$ cat src/rtl/mem_port_arbiter_pkg.sv
// Shared types for the fetch/data memory port arbiter.
// Size codes, FSM states, owners and the fault predicate.
package mem_port_arbiter_pkg;

  localparam logic [1:0] SIZE_BYTE  = 2'b00;
  localparam logic [1:0] SIZE_HWORD = 2'b01;
  localparam logic [1:0] SIZE_WORD  = 2'b10;

  typedef enum logic {
    ST_IDLE,
    ST_ACCESS
  } state_t;

  typedef enum logic {
    OWN_IF,
    OWN_D
  } owner_t;

  // High for an illegal size or an address not aligned to the size.
  function automatic logic misaligned(
    input logic [1:0] addr_lo,
    input logic [1:0] size
  );
    logic bad;
    case (size)
      SIZE_BYTE:  bad = 1'b0;
      SIZE_HWORD: bad = addr_lo[0];
      SIZE_WORD:  bad = |addr_lo;
      default:    bad = 1'b1;
    endcase
    return bad;
  endfunction

endpackage

$ cat src/rtl/mem_arb_grant.sv
// Combinational grant: data first, fetch once data has
// won STARVE_LIMIT times in a row over a waiting fetch.
module mem_arb_grant
  import mem_port_arbiter_pkg::*;
#(
  parameter int SCW          = 3,
  parameter int STARVE_LIMIT = 4
) (
  input  logic           if_valid,
  input  logic           d_valid,
  input  logic [SCW-1:0] starve_cnt,
  input  logic           idle,
  output logic           if_ready,
  output logic           d_ready,
  output owner_t         grant_owner
);

  logic starved;

  assign starved = (starve_cnt == SCW'(STARVE_LIMIT));

  // Exactly one ready at most, and only while idle.
  always_comb begin
    d_ready     = idle & d_valid & ~(if_valid & starved);
    if_ready    = idle & if_valid & ~d_ready;
    grant_owner = d_ready ? OWN_D : OWN_IF;
  end

endmodule

$ cat src/rtl/mem_port_arbiter.sv
// Shares one fixed-latency memory port between fetch and
// load/store; one registered response per request.
module mem_port_arbiter
  import mem_port_arbiter_pkg::*;
#(
  parameter int LATENCY      = 2,
  parameter int STARVE_LIMIT = 4
) (
  input  logic        clk,
  input  logic        rst,
  input  logic        if_req_valid,
  output logic        if_req_ready,
  input  logic [31:0] if_addr,
  output logic        if_rsp_valid,
  output logic [31:0] if_rsp_data,
  output logic        if_rsp_err,
  input  logic        d_req_valid,
  output logic        d_req_ready,
  input  logic [31:0] d_addr,
  input  logic [1:0]  d_size,
  input  logic        d_we,
  input  logic [31:0] d_wdata,
  output logic        d_rsp_valid,
  output logic [31:0] d_rsp_data,
  output logic        d_rsp_err,
  output logic [31:0] mem_addr,
  output logic [1:0]  mem_size,
  output logic [31:0] mem_wdata,
  output logic        mem_we,
  input  logic [31:0] mem_rdata
);

  localparam int SCW = $clog2(STARVE_LIMIT + 1);
  localparam logic [3:0] CNT_INIT = 4'(LATENCY - 1);

  state_t         state;
  state_t         state_nx;
  logic [3:0]     cnt;
  logic [SCW-1:0] starve_cnt;

  logic [31:0] lat_addr;
  logic [1:0]  lat_size;
  logic        lat_we;
  logic [31:0] lat_wdata;
  owner_t      lat_owner;

  logic        idle;
  owner_t      grant_owner;
  logic        acc_if;
  logic        acc_d;
  logic        accept;
  logic        from_d;
  logic [31:0] req_addr;
  logic [1:0]  req_size;
  logic        req_we;
  logic [31:0] req_wdata;
  logic        req_bad;
  logic        last;

  // Readies are held low while reset is asserted.
  assign idle = (state == ST_IDLE) & rst;

  mem_arb_grant #(
    .SCW          (SCW),
    .STARVE_LIMIT (STARVE_LIMIT)
  ) u_grant (
    .if_valid    (if_req_valid),
    .d_valid     (d_req_valid),
    .starve_cnt  (starve_cnt),
    .idle        (idle),
    .if_ready    (if_req_ready),
    .d_ready     (d_req_ready),
    .grant_owner (grant_owner)
  );

  assign acc_if = if_req_valid & if_req_ready;
  assign acc_d  = d_req_valid & d_req_ready;
  assign accept = acc_if | acc_d;
  assign from_d = (grant_owner == OWN_D);
  assign last   = (state == ST_ACCESS) && (cnt == 4'd0);

  // Payload of the granted requester; fetch is a word load.
  always_comb begin
    req_addr  = from_d ? d_addr : if_addr;
    req_size  = from_d ? d_size : SIZE_WORD;
    req_we    = from_d & d_we;
    req_wdata = from_d ? d_wdata : 32'd0;
    req_bad   = misaligned(req_addr[1:0], req_size);
  end

  // Next state: faulty accepts never leave IDLE.
  always_comb begin
    state_nx = state;
    unique case (state)
      ST_IDLE:   if (accept && !req_bad) state_nx = ST_ACCESS;
      ST_ACCESS: if (cnt == 4'd0) state_nx = ST_IDLE;
      default:   state_nx = ST_IDLE;
    endcase
  end

  // Memory drive: zero outside ACCESS, write on first cycle.
  always_comb begin
    mem_addr  = '0;
    mem_size  = '0;
    mem_wdata = '0;
    mem_we    = 1'b0;
    if (state == ST_ACCESS) begin
      mem_addr  = lat_addr;
      mem_size  = lat_size;
      mem_wdata = lat_wdata;
      mem_we    = lat_we & (cnt == CNT_INIT);
    end
  end

  // State, latency counter and request latches.
  always_ff @(posedge clk or negedge rst) begin
    if (!rst) begin
      state     <= ST_IDLE;
      cnt       <= '0;
      lat_addr  <= '0;
      lat_size  <= '0;
      lat_we    <= 1'b0;
      lat_wdata <= '0;
      lat_owner <= OWN_IF;
    end else begin
      state <= state_nx;
      if (accept && !req_bad) begin
        cnt       <= CNT_INIT;
        lat_addr  <= req_addr;
        lat_size  <= req_size;
        lat_we    <= req_we;
        lat_wdata <= req_wdata;
        lat_owner <= grant_owner;
      end else if (state == ST_ACCESS && cnt != 4'd0) begin
        cnt <= cnt - 4'd1;
      end
    end
  end

  // Count data wins over a waiting fetch; a fetch win clears.
  always_ff @(posedge clk or negedge rst) begin
    if (!rst) begin
      starve_cnt <= '0;
    end else if (acc_d && if_req_valid) begin
      if (starve_cnt != SCW'(STARVE_LIMIT))
        starve_cnt <= starve_cnt + 1'b1;
    end else if (acc_if) begin
      starve_cnt <= '0;
    end
  end

  // Registered responses: error pulse or end-of-access pulse.
  always_ff @(posedge clk or negedge rst) begin
    if (!rst) begin
      if_rsp_valid <= 1'b0;
      if_rsp_data  <= '0;
      if_rsp_err   <= 1'b0;
      d_rsp_valid  <= 1'b0;
      d_rsp_data   <= '0;
      d_rsp_err    <= 1'b0;
    end else begin
      if_rsp_valid <= 1'b0;
      d_rsp_valid  <= 1'b0;
      if (accept && req_bad) begin
        if (acc_d) begin
          d_rsp_valid <= 1'b1;
          d_rsp_data  <= '0;
          d_rsp_err   <= 1'b1;
        end else begin
          if_rsp_valid <= 1'b1;
          if_rsp_data  <= '0;
          if_rsp_err   <= 1'b1;
        end
      end else if (last) begin
        if (lat_owner == OWN_D) begin
          d_rsp_valid <= 1'b1;
          d_rsp_data  <= lat_we ? 32'd0 : mem_rdata;
          d_rsp_err   <= 1'b0;
        end else begin
          if_rsp_valid <= 1'b1;
          if_rsp_data  <= mem_rdata;
          if_rsp_err   <= 1'b0;
        end
      end
    end
  end

endmodule

$ cat config.mk
export PLATFORM = sky130hd
export DESIGN_NAME = mem_port_arbiter
export DESIGN_NICKNAME = d
export VERILOG_FILES = /design/src/rtl/mem_port_arbiter_pkg.sv /design/src/rtl/mem_arb_grant.sv /design/src/rtl/mem_port_arbiter.sv
export SDC_FILE = /design/constraint.sdc
export NUM_CORES = 1
export LEC_CHECK = 0
export CAP_MARGIN = 20
export CORE_UTILIZATION = 48
export CTS_CLUSTER_DIAMETER = 80
export DETAILED_ROUTE_END_ITERATION = 16
export GPL_ROUTABILITY_DRIVEN = 0
export HOLD_SLACK_MARGIN = 0.06
export PLACE_DENSITY = 0.87
export SYNTH_ARGS = -nofsm -noshare
export SYNTH_HDL_FRONTEND = slang
export SYNTH_SLANG_ARGS = --single-unit
$ cat constraint.sdc
create_clock -name clk -period 4.4 [get_ports clk]
set_clock_uncertainty 0.05 [all_clocks]
set_input_delay 0.88 -clock clk [delete_from_list [all_inputs] [get_ports clk]]
set_output_delay 0.88 -clock clk [all_outputs]
set_load 0.05 [all_outputs]
* Word-level counts from Yosys, hierarchy flattened *
Index checks and enable logic that the tools add are counted.

storage, ports and cells
  word-level logic and storage cells = 98
  output and inout bits = 137
  flip-flop bits (word level) = 144

cells by class
  eq/ne operators = 9
  reductions and logical operators = 17
  bitwise logic cells = 14
  muxes and demuxes = 42
  add/subtract/negate cells = 2

operators by type and width
  cell                   number
  $mux W32               13
  $mux W1                20
  $and A1 B1 Y1          10
  $mux W3                3
  $mux W4                2
  $reduce_bool A2 Y1     4
  $reduce_and A3 Y1      2
  $logic_and A1 B1 Y1    5
  $eq A4 B1 Y1 const B   1
  $logic_not A4 Y1       1
  $mux W2                2
  $ne A2 B1 Y1 const B   2
  $ne A2 B2 Y1 const B   2
  $reduce_bool A4 Y1     1
  $sub A4 B1 Y4 const B  1
  $add A3 B1 Y3 const B  1
  $eq A3 B3 Y1 const B   1
  $ne A3 B3 Y1 const B   1
  $not A1 Y1             3
  $pmux W1 S3            1
  $eq A2 B1 Y1 const B   1
  $eq A2 B2 Y1 const B   1
  $logic_not A2 Y1       1
  $pmux W1 S2            1
  4 further kinds        4

* Longest topological paths before layout *
  depth in word-level cells = 12
  gate-level depth with buffers = 9

* Cells and area by module *
A second synthesis with hierarchy kept.

unflattened totals
  cells, all modules = 715
  area, all modules = 6860.3 µm²

by module, submodules not included
  module            area each (µm²)  seq. area each (µm²)  cells an instance  instances
  mem_port_arbiter  6821.5           3603.5                709                1
  mem_arb_grant     38.8             0.0                   6                  1

* Least setup slack after synthesis *
No wires, ideal clock.

  path kind = input -> output
  start point = input if_req_valid
  end point = output if_req_ready
  data arrival time = 1893 ps
  stages = 2
  buffers on the path = 0
  path slack = 1577 ps
  cell sequence = nand3b_1 -> a21oi_1

between the ends
  word-level cells in the longest chain between the ends = 5
  elaborated cells on any way between the ends = 6
  classes of those cells = bitwise: 6

ends and longest elaborated chain
  element            line                    text
  start, declared    mem_port_arbiter.sv:11  input logic if_req_valid,
  $and A1 B1 Y1      mem_arb_grant.sv:24     d_ready = idle & d_valid & ~(if_valid & starved);
  $not A1 Y1         mem_arb_grant.sv:24
  $and A1 B1 Y1      mem_arb_grant.sv:24
  $not A1 Y1         mem_arb_grant.sv:25     if_ready = idle & if_valid & ~d_ready;
  $and A1 B1 Y1 (*)  mem_arb_grant.sv:25
  end, declared      mem_port_arbiter.sv:12  output logic if_req_ready,

Every way passes the cells marked *; elsewhere a longest branch is shown, timed or not.

* Final worst setup path *
  start point = register state
  end point = output mem_addr[2]

between the ends
  word-level cells in the longest chain between the ends = 1

ends and longest elaborated chain
  element                 line                     text
  start, declared         mem_port_arbiter.sv:36   state_t state;
  start signal, assigned  mem_port_arbiter.sv:126  state <= state_nx;
  $mux W32                mem_port_arbiter.sv:107  if (state == ST_ACCESS) begin
  end, declared           mem_port_arbiter.sv:26   output logic [31:0] mem_addr,

Every way passes these cells.

==> results by group <==
STA
  – Min Hold Slack: 0.3782 ns
  – Hold violation total from the final report: 0
  – Final setup viols: 0
  – Tmin final: between 3 and 4 ns
  – Setup repair after global routing missed its margin: false
  – Relative slew slack: 0.3377
  – Ratio of final minimum period to clock period: 0.8076
  – Fmax achieved: about 0.28 GHz
  – Final count of pins violating max slew: 0
  – Least-Margin Pin Slew: just under 1 ns
  – TNS Setup: 0 ns

Clock tree
  – Post-CTS repair timing setup buffer count: 0
  – Clock buffer count from CTS: 17
  – Buffers from clock root to sink, at most: 2
  – Clock tree root driver cell: sky130_fd_sc_hd__clkbuf_16
  – TritonCTS sink count: ~140
  – Number of hold buffers added after CTS: 0
  – Clock-pin transition on the worst setup and hold timing paths: 0.06 ns
  – Post-cts gate resize count: 0
  – Clock tree from TritonCTS: done
  – Clock latency on the worst-skew pair: between 0.4 and 0.5 ns
  – Level count of the clock H-tree: 4

Setup path
  – Largest fanout on the critical path: 48
  – Launch point of the critical path: state
  – Nature of the critical path startpoint: register
  – Cells traversed along the worst timing path: buf_12, and2_1, clkdlybuf4s50_1
  – Max stage delay cell, worst path: sky130_fd_sc_hd__dfrtp_1
  – Required @ worst endpoint: around 3.5 ns
  – Kind of critical path: register to output port
  – Launch instance of the worst register-to-register path: state
  – Arrival time worst endpoint: roughly 2.6 ns
  – Capturing element type of the critical path: output port
  – Largest stage delay on the critical path: 0.90 ns

Pwr
  – Power density over the cells: about 780 nW/um^2
  – Maximum ir drop on the vdd rail: roughly 500 uV
  – Int Power: around 4.6 mW
  – Share of total power in sequential cells: 0.294
  – P_sw: between 3 and 4 mW
  – Switching share of power: 0.4396
  – Final total power: about 8 mW
  – Lkg Pwr: between 4 and 5 nW
  – Share of power burned in combinational logic: 0.523
  – Fraction of power consumed by the clock network: 0.183

Logic synthesis
  – Library cell with the largest summed area after synthesis: sky130_fd_sc_hd__dfrtp_1
  – Area share of the largest cell type after synthesis: 0.5189
  – Netlist area before placement: roughly 6900 sq um
  – Count leader, synth: sky130_fd_sc_hd__dfrtp_1
  – Share of async-settable or async-resettable flops after synthesis: 1.000
  – Synth Instances: about 550
  – EDFF count, synth: 0
  – Primary FF master, synth: sky130_fd_sc_hd__dfrtp_1
  – Synthesis-stage register bit count: roughly 140
  – Synth top area cells: sky130_fd_sc_hd__dfrtp_1 (52%), sky130_fd_sc_hd__a22o_1 (8.3%), sky130_fd_sc_hd__o41ai_2 (6.8%)
  – Top cells by count, synth: sky130_fd_sc_hd__dfrtp_1 (144), sky130_fd_sc_hd__and2_1 (69), sky130_fd_sc_hd__a22o_1 (66)
  – Syn_nets: 688
  – Syn avg cell area: about 13 sq um
  – Number of distinct library cell variants in the gate-level netlist after synthesis: 46
  – Total number of yosys warnings: 0
  – Sequential cell area fraction in the yosys report: 0.5189

Route
  – Wirelength per Cell: between 15 and 20 um
  – Via count normalized by instance count: approximately 5.5
  – TritonRoute pass-1 iters: 4
  – DRC violation count after routing: 0
  – Wire length after detailed routing: just under 20,000 um
  – Antenna Nets Post-Route: 0
  – Vias: around 5,500
  – Detailed router's first-iteration violation count: about 390

Finish
  – Post-layout nets: around 940
  – Ratio of cells with drive above 1 in the final layout: 0.1732
  – Total inserted antenna cells: 0
  – Area growth from synthesis to final layout: 49.98%
  – Final core utilization: 0.7445

Global route
  – Initial antenna violation count: 0
  – Grt total ovfl: 0
  – Global-route wire length before repair: just under 30,000 um
  – Pin count of the biggest net entering global routing: 88
  – Number of global-route vias before repair: 5,488
  – Total GRT Usage: 0.2607

Placed design
  – Buffers added on ports: about 270
  – HPWL after detailed placement: approximately 14,000 um

Floorplanning
  – Total die area: 14,950 sq um
  – Chip Width: around 120 um
  – Initial cell density of the core: 0.4964
  – Core Box Area: approximately 14,000 sq um
  – Die Height: approximately 120 um
  – Row Count: 43
  – Top-level I/O count: ~270

Outcome
  – Outcome: completed

Min path
  – Hold/Removal Path Class: input pin to async pin

Flow run
  – Maxcap violations: 0
-- cells in the final DEF (no fill, tap or decap), types with 3 or more instances in the layout --
master and count:
sky130_fd_sc_hd__dfrtp_1 143, sky130_fd_sc_hd__o41ai_1 3, sky130_fd_sc_hd__a22o_1 66, sky130_fd_sc_hd__mux2_2 28
sky130_fd_sc_hd__nand2_1 7, sky130_fd_sc_hd__nor3_1 3, sky130_fd_sc_hd__clkdlybuf4s50_1 268, sky130_fd_sc_hd__bufinv_16 4
sky130_fd_sc_hd__o21ai_1 3, sky130_fd_sc_hd__inv_2 3, sky130_fd_sc_hd__o211ai_1 32, sky130_fd_sc_hd__xnor2_1 3
sky130_fd_sc_hd__mux2_4 25, sky130_fd_sc_hd__ha_1 4, sky130_fd_sc_hd__inv_1 38, sky130_fd_sc_hd__buf_4 12
sky130_fd_sc_hd__buf_12 3, sky130_fd_sc_hd__and2_1 69, sky130_fd_sc_hd__o41ai_2 29, sky130_fd_sc_hd__mux2_1 11
sky130_fd_sc_hd__clkbuf_16 17, sky130_fd_sc_hd__a21oi_1 3
-- cell families after synthesis --
kind of cell	count (synthesis)	share of synthesized area
buf+inv	91	0.05838
flops	144	0.5189
simple gates	97	0.08847
xor+xnor	3	0.003784
fa+ha+maj	4	0.007207
mux	64	0.1173
compound gates	146	0.2059
-- critical path, delay by kind of cell, from the launching register on --
family / cells / cell delay (ns)
buffers and inverters: 2 / 1.10
DFF: 1 / 0.90
and+or+nand+nor: 1 / 0.19
-- registers in the layout (all words and copies together), names as in the netlist --
| signal | cells |
|---|---|
| lat_we | 1 |
| d_rsp_valid | 1 |
| lat_owner | 1 |
| d_rsp_data | 32 |
| if_rsp_data | 32 |
| lat_wdata | 32 |
| cnt | 4 |
| if_rsp_err | 1 |
| if_rsp_valid | 1 |
| state | 1 |
| lat_size | 2 |
| d_rsp_err | 1 |
| starve_cnt | 3 |
| lat_addr | 32 |
-- area by class of cell --
type	instances	area, sq um
flip-flops and latches	144	3605
fillers	890	3573
multi-input cells	314	2950
repair buffers	285	2872
clock buffers	20	446.7
well taps	180	225.2
clock inverters	10	162.7
inverters	41	153.9
-- per-stage QoR --
stage | worst slack (ns) | instance area, sq um | cells
3_3_place_gp | 1.117 | 9778 | 963
4_1_cts | 0.8149 | 10390 | 993
3_5_place_dp | 0.9717 | 9778 | 963
6_report | 0.8467 | 10420 | 994
5_1_grt | 0.7348 | 10420 | 994
2_1_floorplan | 1.577 | 6944 | 549
-- worst paths after layout --
path	endpoint	slack, ns	depth (start not counted)
max	mem_addr[2]	0.85	3
min	if_rsp_err	0.38	1
max reg2reg	d_rsp_data[2]	1.39	5
min reg2reg	lat_addr[29]	0.43	1
max in group asynchronous	lat_addr[21]	2.82	3
min in group clk	lat_addr[29]	0.43	1
-- per-layer routing --
metal  global-route usage  vias to the layer above  wire length, um
met4              0.07774                        0              269
li1                     -                     2498                -
met5                    0                        -                0
met2               0.4357                      284             9639
met3              0.08039                       19             1648
met1               0.3231                     2708             7774
-- power by group through the flow --
stage / registers (mW) / clock network, mW / logic, mW
2_1_floorplan: 2.98 / 0 / 2.18
4_1_cts: 2.38 / 1.51 / 4.28
3_5_place_dp: 2.38 / 0 / 4.26
5_1_grt: 2.45 / 1.56 / 4.45
3_3_place_gp: 2.35 / 0 / 4.18
6_report: 2.39 / 1.49 / 4.25
Note: power is estimated with default switching activity, not from simulation.
